$ cat config.mk
export PLATFORM = sky130hd
export DESIGN_NAME = ps2_scan_sequencer
export DESIGN_NICKNAME = d
export VERILOG_FILES = /design/src/rtl/ps2_scan_sequencer.sv
export SDC_FILE = /design/constraint.sdc
export NUM_CORES = 1
export LEC_CHECK = 0
export ABC_AREA = 1
export BUFFER_PORTS_ARGS = -buffer_cell sky130_fd_sc_hd__buf_4
export CAP_MARGIN = 10
export CORE_ASPECT_RATIO = 2
export CORE_MARGIN = 8
export CORE_UTILIZATION = 54
export CTS_CLUSTER_SIZE = 10
export DETAILED_ROUTE_END_ITERATION = 10
export HOLD_SLACK_MARGIN = 0.02
export PLACE_DENSITY = 0.68
export SLEW_MARGIN = 20
export SYNTH_ARGS = -nofsm -noshare
export SYNTH_HDL_FRONTEND = slang
export SYNTH_SLANG_ARGS = --single-unit
$ cat constraint.sdc
create_clock -name clk -period 2.67 [get_ports clk]
set_input_delay 0.267 -clock clk [delete_from_list [all_inputs] [get_ports clk]]
set_output_delay 0.267 -clock clk [all_outputs]
set_load 0.1 [all_outputs]
$ cat src/rtl/ps2_scan_sequencer.sv
// PS/2 keyboard receiver: pin synchronisation, frame capture with parity,
// stop-bit and timeout checks, E0/F0 prefix folding, and a show-ahead
// event FIFO read by the CPU through a valid/ready handshake.
module ps2_scan_sequencer #(
    parameter int FIFO_DEPTH     = 8,
    parameter int TIMEOUT_CYCLES = 50000,
    parameter int SYNC_STAGES    = 2
) (
    input  logic                          clk,
    input  logic                          reset,
    input  logic                          ps2_clk,
    input  logic                          ps2_data,
    output logic                          event_valid,
    input  logic                          event_ready,
    output logic [7:0]                    event_code,
    output logic                          event_ext,
    output logic                          event_break,
    output logic                          frame_error,
    output logic                          overflow,
    input  logic                          error_clear,
    output logic [$clog2(FIFO_DEPTH):0]   fifo_count
);

    localparam int AW = $clog2(FIFO_DEPTH);
    localparam int CW = AW + 1;
    localparam int TW = $clog2(TIMEOUT_CYCLES + 1);

    typedef enum logic {
        ST_IDLE,
        ST_RECV
    } state_t;

    // Synchronizers and edge detector
    logic [SYNC_STAGES-1:0] clk_sync_q, clk_sync_d;
    logic [SYNC_STAGES-1:0] data_sync_q, data_sync_d;
    logic                   clk_prev_q, clk_prev_d;
    logic                   clk_s, data_s, fall;

    // Frame receiver
    state_t                 state_q, state_d;
    logic [3:0]             bit_cnt_q, bit_cnt_d;
    logic [8:0]             shift_q, shift_d;
    logic [TW-1:0]          tmo_q, tmo_d;
    logic [7:0]             byte_q, byte_d;
    logic                   byte_vld_q, byte_vld_d;
    logic                   frame_err_set;

    // Prefix decoder
    logic                   ext_pend_q, ext_pend_d;
    logic                   brk_pend_q, brk_pend_d;
    logic                   push;
    logic [9:0]             push_word;

    // Event FIFO and sticky flags
    logic [9:0]             mem [FIFO_DEPTH];
    logic [AW-1:0]          wr_ptr_q, wr_ptr_d;
    logic [AW-1:0]          rd_ptr_q, rd_ptr_d;
    logic [CW-1:0]          count_q, count_d;
    logic                   frame_error_q, frame_error_d;
    logic                   overflow_q, overflow_d;
    logic                   pop, full, wr_en, ovf_set;
    logic [9:0]             head;

    // Shift the pins through the synchronizer chain; edge detect on the last stage.
    always_comb begin
        clk_sync_d  = {clk_sync_q[SYNC_STAGES-2:0], ps2_clk};
        data_sync_d = {data_sync_q[SYNC_STAGES-2:0], ps2_data};
        clk_s       = clk_sync_q[SYNC_STAGES-1];
        data_s      = data_sync_q[SYNC_STAGES-1];
        clk_prev_d  = clk_s;
        fall        = clk_prev_q & ~clk_s;
    end

    // Frame FSM: start bit, 8 data bits LSB first, odd parity, stop bit, with timeout.
    always_comb begin
        state_d       = state_q;
        bit_cnt_d     = bit_cnt_q;
        shift_d       = shift_q;
        tmo_d         = tmo_q;
        byte_d        = byte_q;
        byte_vld_d    = 1'b0;
        frame_err_set = 1'b0;
        case (state_q)
            ST_IDLE: begin
                tmo_d = '0;
                if (fall && !data_s) begin
                    state_d   = ST_RECV;
                    bit_cnt_d = 4'd0;
                end
            end
            ST_RECV: begin
                if (fall) begin
                    tmo_d = '0;
                    if (bit_cnt_q == 4'd9) begin
                        // Stop-bit edge: shift_q holds data[7:0] and parity in bit 8.
                        state_d = ST_IDLE;
                        if ((^shift_q) && data_s) begin
                            byte_vld_d = 1'b1;
                            byte_d     = shift_q[7:0];
                        end else begin
                            frame_err_set = 1'b1;
                        end
                    end else begin
                        shift_d   = {data_s, shift_q[8:1]};
                        bit_cnt_d = bit_cnt_q + 4'd1;
                    end
                end else if (tmo_q == TW'(TIMEOUT_CYCLES - 1)) begin
                    state_d       = ST_IDLE;
                    tmo_d         = '0;
                    frame_err_set = 1'b1;
                end else begin
                    tmo_d = tmo_q + TW'(1);
                end
            end
            default: state_d = ST_IDLE;
        endcase
    end

    // Fold E0/F0 prefixes into flags; any other byte becomes an event.
    always_comb begin
        ext_pend_d = ext_pend_q;
        brk_pend_d = brk_pend_q;
        push       = 1'b0;
        push_word  = {ext_pend_q, brk_pend_q, byte_q};
        if (byte_vld_q) begin
            case (byte_q)
                8'hE0:   ext_pend_d = 1'b1;
                8'hF0:   brk_pend_d = 1'b1;
                default: begin
                    push       = 1'b1;
                    ext_pend_d = 1'b0;
                    brk_pend_d = 1'b0;
                end
            endcase
        end
        if (frame_err_set) begin
            ext_pend_d = 1'b0;
            brk_pend_d = 1'b0;
        end
    end

    // FIFO pointer/count bookkeeping and sticky error flags (set beats clear).
    always_comb begin
        pop      = event_valid & event_ready;
        full     = (count_q == CW'(FIFO_DEPTH));
        wr_en    = push & (~full | pop);
        ovf_set  = push & full & ~pop;
        wr_ptr_d = wr_ptr_q;
        rd_ptr_d = rd_ptr_q;
        count_d  = count_q;
        if (wr_en) wr_ptr_d = wr_ptr_q + AW'(1);
        if (pop)   rd_ptr_d = rd_ptr_q + AW'(1);
        if (wr_en && !pop)      count_d = count_q + CW'(1);
        else if (!wr_en && pop) count_d = count_q - CW'(1);
        frame_error_d = frame_err_set | (frame_error_q & ~error_clear);
        overflow_d    = ovf_set       | (overflow_q    & ~error_clear);
    end

    // Control state with asynchronous reset.
    always_ff @(posedge clk or posedge reset) begin
        if (reset) begin
            clk_sync_q    <= '1;
            data_sync_q   <= '1;
            clk_prev_q    <= 1'b1;
            state_q       <= ST_IDLE;
            bit_cnt_q     <= '0;
            tmo_q         <= '0;
            byte_vld_q    <= 1'b0;
            ext_pend_q    <= 1'b0;
            brk_pend_q    <= 1'b0;
            wr_ptr_q      <= '0;
            rd_ptr_q      <= '0;
            count_q       <= '0;
            frame_error_q <= 1'b0;
            overflow_q    <= 1'b0;
        end else begin
            clk_sync_q    <= clk_sync_d;
            data_sync_q   <= data_sync_d;
            clk_prev_q    <= clk_prev_d;
            state_q       <= state_d;
            bit_cnt_q     <= bit_cnt_d;
            tmo_q         <= tmo_d;
            byte_vld_q    <= byte_vld_d;
            ext_pend_q    <= ext_pend_d;
            brk_pend_q    <= brk_pend_d;
            wr_ptr_q      <= wr_ptr_d;
            rd_ptr_q      <= rd_ptr_d;
            count_q       <= count_d;
            frame_error_q <= frame_error_d;
            overflow_q    <= overflow_d;
        end
    end

    // Datapath registers: shift register, received byte and FIFO storage.
    always_ff @(posedge clk) begin
        shift_q <= shift_d;
        byte_q  <= byte_d;
        if (wr_en) mem[wr_ptr_q] <= push_word;
    end

    // Show-ahead outputs; event fields read as zero while the FIFO is empty.
    always_comb begin
        head        = mem[rd_ptr_q];
        event_valid = (count_q != '0);
        event_code  = event_valid ? head[7:0] : 8'h00;
        event_break = event_valid & head[8];
        event_ext   = event_valid & head[9];
        frame_error = frame_error_q;
        overflow    = overflow_q;
        fifo_count  = count_q;
    end

endmodule

---- Word-level counts from Yosys, hierarchy flattened ----
Memories as Yosys holds them, arrays and structs flattened.
Cells that the tools add are included.
storage, ports and cells
  input bits .............................. 6
  word-level logic and storage cells ...... 102
  flip-flop bits (word level) ............. 58
  memory bits (writable) .................. 80
  output and inout port bits .............. 17
  memories ................................ 1
memories
  memory  depth  width  rd ports  clocked after Yosys merged registers in  wr ports  RTL line  text
  mem     8      10     1         0                                        1         55        logic [9:0] mem [FIFO_DEPTH];
cells by class
  add/sub/neg operators ................... 6
  reductions and logical operators ........ 17
  bitwise logic cells ..................... 18
  equality and inequality tests ........... 10
  mux-type cells .......................... 34
operators with widths
  operator                 number
  $mux W16                 2
  $pmux W16 S2             1
  $mux W1                  21
  $mux W4                  5
  $add A16 B1 Y16 const B  1
  $eq A16 B16 Y1 const B   1
  $eq A8 B8 Y1 const B     2
  $ne A2 B2 Y1 const B     5
  $and A1 B1 Y1            9
  $reduce_xor A9 Y1        1
  $add A4 B1 Y4 const B    2
  $eq A4 B4 Y1 const B     2
  $mux W8                  1
  $pmux W4 S2              1
  $add A3 B1 Y3 const B    2
  $not A1 Y1               6
  $pmux W1 S2              3
  $reduce_and A3 Y1        2
  $logic_and A1 B1 Y1      4
  $reduce_and A2 Y1        2
  $reduce_and A4 Y1        1
  $reduce_bool A2 Y1       2
  $reduce_bool A4 Y1       1
  $sub A4 B1 Y4 const B    1
  other kinds (3)          7

---- Longest topological paths before layout ----
  depth after elaboration ................. 9
  mapped depth ............................ 15
  mapped depth without buffers ............ 15

---- Worst setup path after synthesis ----
Ideal clock, no wire load.
  path type ............................... register to output
  from .................................... register count_q[1], in the netlist fifo_count[1]
  to ...................................... output port event_break
  buffers on the path ..................... 1
  data required time ...................... 2403 ps
  arrival time ............................ 4115 ps
  setup slack ............................. -1712 ps
  stages on the path, launching flop included .. 8
  cells stage by stage .................... dfrtp_1 -> nor2_1 -> nand2_1 -> nor2_1 -> inv_1 -> clkbuf_1 -> o21ai_0 -> a31oi_1
between the ends
  cells in the longest elaborated chain, start to end .. 2
RTL lines
  what                    RTL line  text
  from (decl)             58        logic [CW-1:0] count_q, count_d;
  from (signal assigned)  188       count_q <= count_d;
  $reduce_bool A4 Y1      204       event_valid = (count_q != '0);
  named net event_valid   13        output logic event_valid,
  $and A1 B1 Y1           206       event_break = event_valid & head[8];
  to (decl)               17        output logic event_break,
The timed path passes the listed nets, and every way through them passes these cells.

---- Worst setup path after layout ----
  from .................................... register byte_q[1]
  to ...................................... register count_q[3], in the netlist fifo_count[3]
between the ends
  cells in the longest elaborated chain, start to end .. 8
  elaborated cells on any way between the ends .. 11
  classes of those cells .................. 2 x eq/ne; 3 x mux; 1 x bitwise; 5 x reduce/logical
RTL lines
  what                                 RTL line  text
  from (decl)                          44        logic [7:0] byte_q, byte_d;
  from (signal assigned)               197       byte_q <= byte_d;
  $eq A8 B8 Y1                         126       case (byte_q)
  $reduce_or A2 Y1 (no source line) *  -
  $mux W1 *                            126
  $mux W1 *                            125       if (byte_vld_q) begin
  $and A1 B1 Y1 *                      146       wr_en = push & (~full | pop);
  named net wr_en                      61        logic pop, full, wr_en, ovf_set;
  $logic_not A1 Y1                     154       else if (!wr_en && pop) count_d = count_q - CW'(1);
  $logic_and A1 B1 Y1                  154
  $reduce_bool A2 Y1 (no source line)  -
The timed path passes the listed nets; every way through them passes the cells marked *.
A chain may end at the register's enable or synchronous reset.

==> Flow_metrics.wiki <==
{| class="wikitable"
! Metric !! Value
|-
| Residual DRC count || 0
|-
| Layout Utilization || 66.9%
|-
| Area share of and/or/nand/nor cells after synthesis || 15.7%
|-
| Clk sink count || 138
|-
| Required @ worst endpoint || 2960 ps
|-
| Commonest cells after routing, fill and taps aside || 101 x nor2_1, 97 x edfxtp_1, 73 x nand2_1
|-
| CP Class || reg2reg
|-
| Initial antenna violation count || 0
|-
| Post-route clock skew || 7.81 ps
|-
| Share of cell area taken by muxes after synthesis || 0.192%
|-
| Final number of setup-violating endpoints || 0
|-
| Ratio of cells with drive above 1 in the final layout || 19.2%
|-
| Synthesized netlist cell count || 530
|-
| Mean Syn Cell Area || 11.1 um^2
|-
| Clock Tree Root || clkbuf_16
|-
| H-tree levels || 4
|-
| Post-Synth Adder-Cell Area || 2.05%
|-
| Peak supply drop || 1.86 mV
|-
| Synthesized netlist net count || 545
|-
| Outcome || completed
|-
| Leakage power summed over all cells || 2.77 nW
|-
| Number of synthesis warnings || 0
|-
| Rel. slew slack || 56.2%
|-
| Register-to-register setup slack || 250 ps
|-
| Number of global-route vias before repair || 4,003
|-
| Vertical extent of the die || 163 um
|-
| CP Capture Type || flop
|-
| Final weighted congestion in routability-driven placement || 0.800
|-
| Clock latency on the worst-skew pair || 410 ps
|-
| Final layout net count || 596
|-
| Synth Cell Area || 0.00587 mm^2
|-
| Total number of vias || 3,918
|-
| Flops & latches, synth || 138
|-
| Std-Cell Rows || 54
|-
| Met1 usage in global routing || 18.7%
|-
| CP Launch Type || flop
|-
| Number of buffers created by CTS || 17
|-
| Slew @ Worst Pin || 654 ps
|-
| Vias per Instance || 5.34
|-
| Min-delay worst type || in2reg
|-
| Number of antenna cells inserted || 0
|-
| Final critical-path share of the clock period || 90.7%
|-
| Worst-path clk slew || 50 ps
|-
| TritonCTS clock tree || built
|-
| Floorplan die area || 0.0147 mm^2
|-
| Total design power || 8.50 mW
|-
| Total length of routed wires || 11,500 um
|-
| Main combinational cell family by area after synthesis || simple AND/OR/NAND/NOR gates
|-
| First-pass iteration count of the detailed router || 4
|-
| Iteration-0 DRC Markers || 191
|-
| Remaining number of nets flagged by the antenna check after routing || 0
|-
| Synthesized-area fraction occupied by xor and xnor cells || 2.09%
|-
| First-pass GRT wire length || 19,500 um
|-
| Library cells used by synthesis || 40
|-
| Global-route met3 utilization || 4.51%
|-
| Post-synthesis compound-gate area fraction || 8.65%
|-
| Highest net fanout along the worst path || 5
|-
| Max_cap viols || 0
|-
| Ports || 23
|-
| Maximum clock path buffer count || 2
|-
| Maximum number of pins on one net before global-route repair || 32
|-
| Non-filler cells, final || 734
|-
| Total Routing Usage GR || 17.1%
|-
| Hold violation count in the final report || 0
|-
| Worst Path Arrival || 2710 ps
|-
| Avg WL per Cell || 15.7 um
|-
| Register area share after synthesis || 67.2%
|-
| DP Wirelength || 7470 um
|-
| Gr busiest metal || met2
|-
| Power per cell area || 1180 mW/mm^2
|-
| Global route overflow || 0
|-
| Total count of max-transition violations in the final report || 0
|-
| Horizontal die dimension || 89.7 um
|-
| Initial Utilization || 54.7%
|-
| Number of cells after detailed placement || 698
|-
| Maximum clock rate || 413 MHz
|-
| Area growth from synthesis to layout || 22.3%
|-
| GR Util met2 || 30.3%
|-
| Number of buffers inserted by port buffering || 22
|-
| Most common library cell in the layout ignoring fill and taps || nor2_1
|-
| Fin crit period || 2420 ps
|-
| Total core area || 0.0107 mm^2
|}
==> final timing paths <==
path                                  to          start  depth (start not counted)
max in group asynchronous       tmo_q[1]          reset                          4
hold / removal               frame_error    error_clear                          4
hold reg to reg            clk_sync_q[1]  clk_sync_q[0]                          0
min in group asynchronous  fifo_count[0]          reset                          3
setup / recovery           fifo_count[3]      byte_q[1]                         14
setup reg to reg           fifo_count[3]      byte_q[1]                         14
==> logic make-up after synthesis <==
family / Yosys count
simple gates: 215
compound gates: 93
fa+ha+maj: 9
flops: 138
xor+xnor: 14
buf+inv: 60
mux: 1
==> worst max-delay path, stage by stage (launching register included) <==
cell and delay, ps:
edfxtp_1 400, nor2_1 100, and2_1 140, nand4_1 170
nand4_2 160, inv_1 90, ha_1 230, inv_1 110
ha_1 250, a21o_1 190, a21oi_2 130, nor2_1 50
nor2_1 80, nand2_1 60, xor2_1 140
==> state kept, by name, indices dropped and copies added (netlist names) <==
signal,count
brk_pend_q,1
tmo_q,16
rd_ptr_q,3
overflow,1
bit_cnt_q,4
data_sync_q,2
fifo_count,4
byte_q,8
byte_vld_q,1
clk_sync_q,2
clk_prev_q,1
ext_pend_q,1
state_q,1
mem,80
shift_q,9
wr_ptr_q,3
frame_error,1
==> area by class of cell <==
class                      count  area, um^2
fill                         752        3560
clock buffer                  21         440
timing repair buffer          49         375
sequential                   138        3950
multi-input combinational    332        1840
clock inverter                11         240
inverter                      43         161
tap                          140         175
==> per-stage QoR <==
| step | setup slack (ps) | hold WS, ps | instance area [um^2] | TNS (ps) |
|---|---|---|---|---|
| CTS | 68.3 | 23.8 | 7150 | 0 |
| floorplan | 140 | 271 | 6020 | 0 |
| finish | 247 | 112 | 7180 | 0 |
| global placement | 282 | 346 | 6450 | 0 |
| detailed placement | 193 | 347 | 6450 | 0 |
| global route | -29.0 | 139 | 7180 | -29.0 |
==> repair_timing <==
| action | in CTS | in global routing |
|---|---|---|
| gates resized for setup | 0 | 4 |
| hold endpoints to repair | 2 | 25 |
| setup endpoints to repair | 0 | 6 |
| setup buffers | 0 | 1 |
| hold buffers | 2 | 1 |
==> report_power, final <==
group	leakage (nW)	total (mW)	internal (mW)	switching [mW]
Sequential	1.39	2.56	2.40	0.154
Clock	0.326	2.68	1.85	0.828
Combinational	1.05	3.26	0.841	2.42
==> synth_stat cells (all sizes together) <==
| cell | instances | share of area, % |
|---|---|---|
| dfstp | 5 | 2.2 |
| edfxtp | 97 | 50 |
| inv | 43 | 2.7 |
| and2 | 1 | 0.11 |
| nand2 | 75 | 4.9 |
| a31oi | 11 | 1.2 |
| xor2 | 9 | 1.3 |
| or2 | 3 | 0.32 |
| a21o | 2 | 0.26 |
| xnor2 | 5 | 0.75 |
| dfrtp | 36 | 15 |
| o21ai | 59 | 5.1 |
| nor3 | 13 | 1.3 |
| o22ai | 11 | 1.2 |
| fa | 1 | 0.34 |
| nor4 | 1 | 0.11 |
| nand3 | 12 | 1.3 |
| nand4 | 6 | 0.85 |
| a21oi | 9 | 0.83 |
| mux2 | 1 | 0.19 |
| buf | 7 | 0.70 |
| nor2 | 103 | 6.8 |
| clkbuf | 10 | 0.66 |
| o21bai | 1 | 0.13 |
| ha | 8 | 1.7 |
| nor3b | 1 | 0.13 |
==> layer usage <==
metal	up-vias	wire length, um
li1	1920	-
met1	1880	4540
met2	97	6050
met3	21	692
met4	0	246
met5	-	0
(Power assumes the default switching activity.)
